--- src/rtl/fetch_seq_pkg.sv ---
// Shared types for the instruction-cycle sequencer and its program-counter integration.
package fetch_seq_pkg;

    typedef enum logic [2:0] {
        IDLE   = 3'd0,
        FETCH  = 3'd1,
        ISSUE  = 3'd2,
        EXEC   = 3'd3,
        UPDATE = 3'd4,
        HALT   = 3'd5
    } seq_state_e;

    localparam logic PC_SEL_SEQ    = 1'b0;
    localparam logic PC_SEL_BRANCH = 1'b1;

endpackage

--- src/rtl/fetch_ack_timer.sv ---
// Loadable down-counter bounding how long FETCH may wait for a memory ack.
module fetch_ack_timer #(
    parameter int unsigned ACK_TIMEOUT = 15
) (
    input  logic clk,
    input  logic rst,
    input  logic clear,
    input  logic load,
    input  logic enable,
    output logic expired
);

    localparam int unsigned CNT_W = $clog2(ACK_TIMEOUT + 1);
    localparam logic [CNT_W-1:0] LOAD_VAL = CNT_W'(ACK_TIMEOUT);
    localparam logic [CNT_W-1:0] ONE_VAL  = CNT_W'(1);

    logic [CNT_W-1:0] cnt_d;
    logic [CNT_W-1:0] cnt_q;

    // Load on FETCH entry, then count down once per waiting cycle.
    always_comb begin
        cnt_d = cnt_q;
        if (load) begin
            cnt_d = LOAD_VAL;
        end else if (clear) begin
            cnt_d = {CNT_W{1'b0}};
        end else if (enable && (cnt_q != {CNT_W{1'b0}})) begin
            cnt_d = cnt_q - ONE_VAL;
        end else begin
            cnt_d = cnt_q;
        end
    end

    // Counter register.
    always_ff @(posedge clk or posedge rst) begin
        if (rst) begin
            cnt_q <= {CNT_W{1'b0}};
        end else begin
            cnt_q <= cnt_d;
        end
    end

    // A count of one means the current FETCH cycle is the last one allowed.
    assign expired = enable && (cnt_q == ONE_VAL);

endmodule

--- src/rtl/fetch_sequencer.sv ---
// Instruction-cycle controller: fetch, issue, execute-wait and PC update around a 12-bit PC.
module fetch_sequencer
    import fetch_seq_pkg::*;
#(
    parameter int unsigned ADDR_W      = 12,
    parameter int unsigned INSTR_W     = 16,
    parameter int unsigned ACK_TIMEOUT = 15
) (
    input  logic               Clk,
    input  logic               Reset,
    input  logic               Run,
    input  logic               Halt_Req,
    input  logic [ADDR_W-1:0]  PC_in,
    output logic               Imem_Req,
    output logic [ADDR_W-1:0]  Imem_Addr,
    input  logic               Imem_Ack,
    input  logic [INSTR_W-1:0] Imem_Data,
    output logic [INSTR_W-1:0] Instr_out,
    output logic               Instr_Valid,
    input  logic               Dec_Ready,
    input  logic               Exec_Done,
    input  logic               Branch_Taken,
    input  logic [ADDR_W-1:0]  Branch_Target_in,
    output logic               PC_Enable,
    output logic               PC_Next_Sel,
    output logic [ADDR_W-1:0]  BranchTarget_out,
    output logic               Halted,
    output logic               Timeout_Err,
    output logic [15:0]        Instr_Count
);

    seq_state_e         state_d, state_q;
    logic               imem_req_d, imem_req_q;
    logic [INSTR_W-1:0] instr_d, instr_q;
    logic               instr_valid_d, instr_valid_q;
    logic               pc_enable_d, pc_enable_q;
    logic               pc_next_sel_d, pc_next_sel_q;
    logic [ADDR_W-1:0]  br_target_d, br_target_q;
    logic               halted_d, halted_q;
    logic               timeout_err_d, timeout_err_q;
    logic [15:0]        instr_count_d, instr_count_q;
    logic               timer_load_s, timer_clear_s, timer_enable_s, timer_expired_s;

    fetch_ack_timer #(
        .ACK_TIMEOUT(ACK_TIMEOUT)
    ) u_ack_timer (
        .clk    (Clk),
        .rst    (Reset),
        .clear  (timer_clear_s),
        .load   (timer_load_s),
        .enable (timer_enable_s),
        .expired(timer_expired_s)
    );

    // Next-state and next-output logic; outputs are registered from the next state.
    always_comb begin
        state_d       = state_q;
        instr_d       = instr_q;
        pc_next_sel_d = pc_next_sel_q;
        br_target_d   = br_target_q;
        timeout_err_d = timeout_err_q;
        instr_count_d = instr_count_q;
        case (state_q)
            IDLE: begin
                if (Halt_Req) begin
                    state_d = HALT;
                end else if (Run) begin
                    state_d = FETCH;
                end else begin
                    state_d = IDLE;
                end
            end
            FETCH: begin
                // An ack on the final allowed cycle still wins over the timeout.
                if (Imem_Ack) begin
                    instr_d = Imem_Data;
                    state_d = ISSUE;
                end else if (timer_expired_s) begin
                    timeout_err_d = 1'b1;
                    state_d       = HALT;
                end else begin
                    state_d = FETCH;
                end
            end
            ISSUE: begin
                if (Dec_Ready) begin
                    state_d = EXEC;
                end else begin
                    state_d = ISSUE;
                end
            end
            EXEC: begin
                if (Exec_Done) begin
                    pc_next_sel_d = Branch_Taken ? PC_SEL_BRANCH : PC_SEL_SEQ;
                    br_target_d   = Branch_Target_in;
                    instr_count_d = instr_count_q + 16'd1;
                    state_d       = UPDATE;
                end else begin
                    state_d = EXEC;
                end
            end
            UPDATE: begin
                pc_next_sel_d = PC_SEL_SEQ;
                if (Halt_Req || !Run) begin
                    state_d = HALT;
                end else begin
                    state_d = FETCH;
                end
            end
            HALT: begin
                if (Run && !Halt_Req && !timeout_err_q) begin
                    state_d = FETCH;
                end else begin
                    state_d = HALT;
                end
            end
            default: begin
                state_d = IDLE;
            end
        endcase

        imem_req_d    = (state_d == FETCH);
        instr_valid_d = (state_d == ISSUE);
        pc_enable_d   = (state_d == UPDATE);
        halted_d      = (state_d == HALT);
    end

    // The timer is armed on every entry into FETCH and idles elsewhere.
    always_comb begin
        timer_load_s   = (state_d == FETCH) && (state_q != FETCH);
        timer_enable_s = (state_q == FETCH);
        timer_clear_s  = (state_q != FETCH) && !timer_load_s;
    end

    // State and registered outputs.
    always_ff @(posedge Clk or posedge Reset) begin
        if (Reset) begin
            state_q       <= IDLE;
            imem_req_q    <= 1'b0;
            instr_q       <= {INSTR_W{1'b0}};
            instr_valid_q <= 1'b0;
            pc_enable_q   <= 1'b0;
            pc_next_sel_q <= PC_SEL_SEQ;
            br_target_q   <= {ADDR_W{1'b0}};
            halted_q      <= 1'b0;
            timeout_err_q <= 1'b0;
            instr_count_q <= 16'd0;
        end else begin
            state_q       <= state_d;
            imem_req_q    <= imem_req_d;
            instr_q       <= instr_d;
            instr_valid_q <= instr_valid_d;
            pc_enable_q   <= pc_enable_d;
            pc_next_sel_q <= pc_next_sel_d;
            br_target_q   <= br_target_d;
            halted_q      <= halted_d;
            timeout_err_q <= timeout_err_d;
            instr_count_q <= instr_count_d;
        end
    end

    // The PC updates on the same edge FETCH is entered, so the address tracks PC_in directly.
    assign Imem_Addr        = imem_req_q ? PC_in : {ADDR_W{1'b0}};
    assign Imem_Req         = imem_req_q;
    assign Instr_out        = instr_q;
    assign Instr_Valid      = instr_valid_q;
    assign PC_Enable        = pc_enable_q;
    assign PC_Next_Sel      = pc_next_sel_q;
    assign BranchTarget_out = br_target_q;
    assign Halted           = halted_q;
    assign Timeout_Err      = timeout_err_q;
    assign Instr_Count      = instr_count_q;

endmodule

--- config.mk ---
export PLATFORM = sky130hd
export DESIGN_NAME = fetch_sequencer
export DESIGN_NICKNAME = d
export VERILOG_FILES = /design/src/rtl/fetch_seq_pkg.sv /design/src/rtl/fetch_ack_timer.sv /design/src/rtl/fetch_sequencer.sv
export SDC_FILE = /design/constraint.sdc
export NUM_CORES = 1
export LEC_CHECK = 0
export ABC_CLOCK_PERIOD_IN_PS = 3330
export CAP_MARGIN = 20
export CORE_MARGIN = 5
export CORE_UTILIZATION = 30
export DETAILED_ROUTE_END_ITERATION = 10
export HOLD_SLACK_MARGIN = 0.06
export SKIP_LAST_GASP = 1
export SLEW_MARGIN = 20
export SYNTH_ARGS = -nofsm -noshare
export SYNTH_HDL_FRONTEND = slang
export SYNTH_SLANG_ARGS = --single-unit
--- constraint.sdc ---
create_clock -name Clk -period 3.33 [get_ports Clk]
set_input_delay 0.333 -clock Clk [delete_from_list [all_inputs] [get_ports Clk]]
set_output_delay 0.333 -clock Clk [all_outputs]
set_load 0.005 [all_outputs]
# --- Word-level counts from Yosys, hierarchy flattened ---
# Cells that the tools add are included.
word_totals:
  ff_bits: 57
  in_bits: 48
  out_inout_bits: 62
  elab_cells: 61
classes:
  addsub: 2
  eq_ne: 12
  muxes: 16
  n_bitwise: 1
  n_reduce_logical: 19
op_table:
  columns: ["op", "count"]
  rows:
  - ["3-bit two-way mux", 6]
  - ["3-bit one-hot mux with 6 select lines", 1]
  - ["16-bit by 1-bit adder with 16-bit output, second input constant", 1]
  - ["3-bit == test, second input constant", 4]
  - ["12-bit two-way mux", 1]
  - ["4-bit two-way mux", 3]
  - ["3-bit by 2-bit == test with 1-bit output, second input constant", 3]
  - ["3-bit by 1-bit == test with 1-bit output, second input constant", 2]
  - ["1-bit logical AND", 6]
  - ["2-bit AND reduction", 3]
  - ["4-bit by 1-bit == test with 1-bit output, second input constant", 1]
  - ["1-bit logical NOT", 4]
  - ["1-bit two-way mux", 4]
  - ["4-bit nonzero test", 1]
  - ["4-bit by 1-bit subtractor with 4-bit output, second input constant", 1]
  - ["3-bit logical NOT", 1]
  - ["3-bit by 1-bit inequality test with 1-bit output, second input constant", 1]
  - ["3-bit AND reduction", 1]
  - ["3-bit nonzero test", 1]
  - ["2-bit inequality test, second input constant", 1]
  - ["1-bit one-hot mux with 2 select lines", 1]
  - ["2-bit nonzero test", 1]
  - ["1-bit logical OR", 1]
  - ["1-bit inverter", 1]

# --- Logic depth before layout (Yosys ltp) ---
logic_depth:
  depth_word: 11
  depth_mapped: 7
  ltp_nobuf: 6

# --- Cells and area by module ---
# From an unflattened synthesis, not the netlist that was laid out.
unflattened:
  hier_cells: 223
  hier_area_um2: 2557.5
modules_own_cells:
  columns: ["module", "instances", "cells_per_inst", "area_per_inst_um2", "seq_area_each_um2"]
  rows:
  - ["fetch_sequencer", 1, 196, 2289.7, 1326.3]
  - ["fetch_ack_timer", 1, 27, 267.8, 100.1]

# --- Least setup slack after synthesis ---
# Ideal clock, no wire load.
synth_timing:
  path_type: "flip-flop to flip-flop"
  startpoint: "register state_q[2]"
  endpoint: "register instr_q[0] (netlist: Instr_out[0])"
  setup_ns: 0.127
  t_arrival_ns: 1.328
  t_required_ns: 3.203
  setup_slack_ns: 1.874
  stages_incl_launch_ff: 7
  path_buffers: 3
  period_less_slack_ns: 1.456
  path_cell_list: "dfrtp_1 -> buf_6 -> nor2b_4 -> and3_1 -> buf_4 -> buf_6 -> mux2_1"
synth_between:
  elab_chain_cells: 2
synth_lines:
  columns: ["item", "line_no", "source"]
  rows:
  - ["from (decl)", "fetch_sequencer.sv:32", "seq_state_e state_d, state_q;"]
  - ["from (signal assigned)", "fetch_sequencer.sv:149", "state_q <= state_d;"]
  - ["3-bit by 1-bit == test with 1-bit output", "fetch_sequencer.sv:63", "case (state_q)"]
  - ["2-bit AND reduction (no line)", null, null]
  - ["to (signal assigned)", "fetch_sequencer.sv:140", "instr_q <= {INSTR_W{1'b0}};"]
  - ["to (signal assigned)", "fetch_sequencer.sv:151", "instr_q <= instr_d;"]
  - ["to (decl)", "fetch_sequencer.sv:34", "logic [INSTR_W-1:0] instr_d, instr_q;"]
# Every way passes these cells.
# A chain may end at the register's enable or synchronous reset.

# --- Final worst setup path ---
layout_timing:
  startpoint: "register state_q[0]"
  endpoint: "register instr_q[10] (netlist: Instr_out[10])"
# The elaborated chain is that of the path after synthesis.

==> flow_metrics.py <==
metrics = {
    "clocking": {
        "postCtsHoldBufs": 0,
        "clk_path_buf_depth": 2,
        "htreeDepth": 3,
        "clkSlewWorstSetupHoldPaths_ns": 0.07,
        "cts_tree": "done",
        "postCtsSetupRepairBufs": 0,
        "insertion_delay_ns": 0.33,
        "cts_buffers": 9,
        "postCtsResizedCells": 0,
        "cts-root-buf": "clkbuf_8",
        "clkSinkCount": 57,
    },
    "worst_setup_path": {
        "setup.worst_path.class": "register to register",
        "reg2reg_depth": 3,
        "start_kind": "register",
        "crit_fanout": 16,
        "critPathRequiredTime_ns": 3.55,
        "cp-end-kind": "register",
        "arrival_ns": 2.31,
    },
    "final_layout": {
        "stdcell_count": 455,
        "nNetsFinal": 396,
        "layout_common_cells": "109 x clkdlybuf4s50_1, 57 x dfrtp_1, 49 x nand2_1",
        "fin_util": 0.478,
        "drive_above_1_share": 0.0857,
        "fillers": 783,
        "diodes": 0,
        "final_common_cell": "clkdlybuf4s50_1",
        "final_cell_area_sq_um": 3950,
        "area_growth_pct": 54.3,
    },
    "detailed_routing": {
        "dr.first_iter.drc_count": 56,
        "wl_mm": 6.23,
        "firstDrtPassIters": 4,
        "wire_per_inst_um": 13.7,
        "vias": 2012,
        "viasPerCell": 4.42,
        "ant_nets": 0,
        "drc_errors": 0,
    },
    "place": {
        "place_inst": 439,
        "place.detailed.hpwl_mm": 4.75,
        "port_buffers": 109,
        "gp_congestion": 0.760,
        "placed_cell_area_sq_um": 3730,
    },
    "sta": {
        "rsz0062_at_grt": "false",
        "slew_viol_final": 0,
        "fin_worst_skew_ns": 0.00743,
        "tns_ns": 0,
        "min_period_ns": 2.10,
        "tightest_slew_ns": 0.765,
        "hold_viol": 0,
        "max_slew_margin": 0.490,
        "min_period_over_period": 0.629,
        "maxClockFrequency_mhz": 477,
        "setup-violations-final": 0,
        "hold_ws_ns": 0.419,
    },
    "floorplanning": {
        "die_area_sq_um": 10500,
        "pin_count": 110,
        "placementRows": 33,
        "die_h_um": 102,
        "core-area_sq_um": 8260,
        "dieWidth_um": 102,
        "initial_core_util": 0.310,
    },
    "global_routing": {
        "grt_util_all_layers": 0.126,
        "grt_max_degree": 33,
        "grt_antenna_before_repair": 0,
        "grt_pass1_wl_mm": 10.2,
        "grt_overflow": 0,
        "grt_pass1_vias": 2025,
    },
    "synthesis": {
        "synthCells": 232,
        "ys.flop_type": "dfrtp_1",
        "yosys.area.top_type_share": 0.557,
        "synth.top_cells.by_area": "dfrtp_1 56%, nand2_1 7.2%, xnor2_1 4.4%, mux2_1 4.4%, and2_1 3.2%",
        "syn_nets": 283,
        "synth_area_sq_um": 2560,
        "yosysSeqAreaShare": 0.557,
        "async_flop_share": 1.00,
        "ys_types": 38,
        "ys_warn_count": 0,
        "synth_edf_count": 0,
        "yosysTopAreaCell": "dfrtp_1",
        "syn_avg_cell_area_sq_um": 11.0,
        "ys_ff_latch": 57,
    },
    "power": {
        "leakage_nw": 1.78,
        "power_density_nw_per_um2": 758,
        "vdd_drop_max_uv": 331,
    },
    "job": {
        "maxCapViolations": 0,
    },
    "outcome": {
        "outcome": "finished, final reports clean",
    },
    "worst_hold_path": {
        "min_path_type": "primary input to async pin",
    },
}
routing by layer:
layer  track usage  vias up  part of all wire
li1              -      994                 -
met1         0.177      946              0.47
met2         0.182       64              0.44
met3        0.0403        8             0.073
met4        0.0484        0             0.014
met5             0        -                 0
kinds of logic after synthesis:
family,share of synthesized area
and+or+nand+nor,0.213
DFF,0.557
AOI/OAI and AO/OA,0.0455
buffers and inverters,0.0406
muxes,0.0743
xor gates and xnor gates,0.0547
adders and majority gates,0.0147
metrics by stage:
step / worst slack, ns / power [mW]
3_5_place_dp: 1.08 / 2.32
3_3_place_gp: 1.13 / 2.29
5_1_grt: 1.09 / 3.22
2_1_floorplan: 1.60 / 1.67
6_report: 1.23 / 3.00
4_1_cts: 1.19 / 3.05
synth_stat cells (2+ instances only):
| master | n |
|---|---|
| a21o_1 | 3 |
| and2_1 | 13 |
| nand2_1 | 49 |
| nand3_1 | 8 |
| nor3_1 | 2 |
| xor2_1 | 3 |
| nor3b_1 | 3 |
| o21ai_0 | 4 |
| nor2_1 | 5 |
| a21oi_1 | 7 |
| dfrtp_1 | 57 |
| nand4_1 | 5 |
| nor3_4 | 2 |
| inv_1 | 10 |
| buf_6 | 3 |
| or3_1 | 3 |
| xnor2_1 | 13 |
| and3_1 | 3 |
| mux2_1 | 10 |
| ha_1 | 3 |
| buf_4 | 2 |
| clkbuf_1 | 2 |
| mux2_2 | 6 |
| buf_2 | 2 |
sequential cells by signal, summed over array words and instances, names as in the netlist:
| signal | count |
|---|---|
| PC_Next_Sel | 1 |
| Instr_Count | 16 |
| PC_Enable | 1 |
| Instr_Valid | 1 |
| Imem_Req | 1 |
| Halted | 1 |
| u_ack_timer.cnt_q | 4 |
| BranchTarget_out | 12 |
| Timeout_Err | 1 |
| state_q | 3 |
| Instr_out | 16 |
report_power, final:
part,switching (mW),internal (mW)
sequential,0.204,0.940
clock,0.278,0.441
combinational,0.405,0.727
total,0.887,2.11
path summary, 6_finish.rpt:
path,start,to,slack (ns)
worst max register to register,state_q[0]$_DFF_PP0_,Instr_out[10]$_DFFE_PP0P_,1.23
max in group asynchronous,Reset,Instr_Count[12]$_DFFE_PP0P_,2.27
worst max-delay path,state_q[0]$_DFF_PP0_,Instr_out[10]$_DFFE_PP0P_,1.23
worst min register to register,Instr_Count[15]$_DFFE_PP0P_,Instr_Count[15]$_DFFE_PP0P_,0.48
min in group Clk,Instr_Count[15]$_DFFE_PP0P_,Instr_Count[15]$_DFFE_PP0P_,0.48
worst min-delay path,Reset,Imem_Req$_DFF_PP0_,0.42
final cells by class:
type                       instances  area [sq um]  area share
sequential                        57          1430       0.361
timing repair buffer             111          1110       0.280
multi-input combinational        156          1030       0.261
clock buffer                      11           141      0.0358
tap                              105           131      0.0332
clock inverter                     5          78.8      0.0199
inverter                          10          37.5     0.00950
worst max-delay path: stages (launching register included):
cell and delay (ns):
dfrtp_1 0.64, nor2b_4 0.26, and3_1 0.67, mux2_2 0.41
Note: power is estimated with default switching activity, not from simulation.
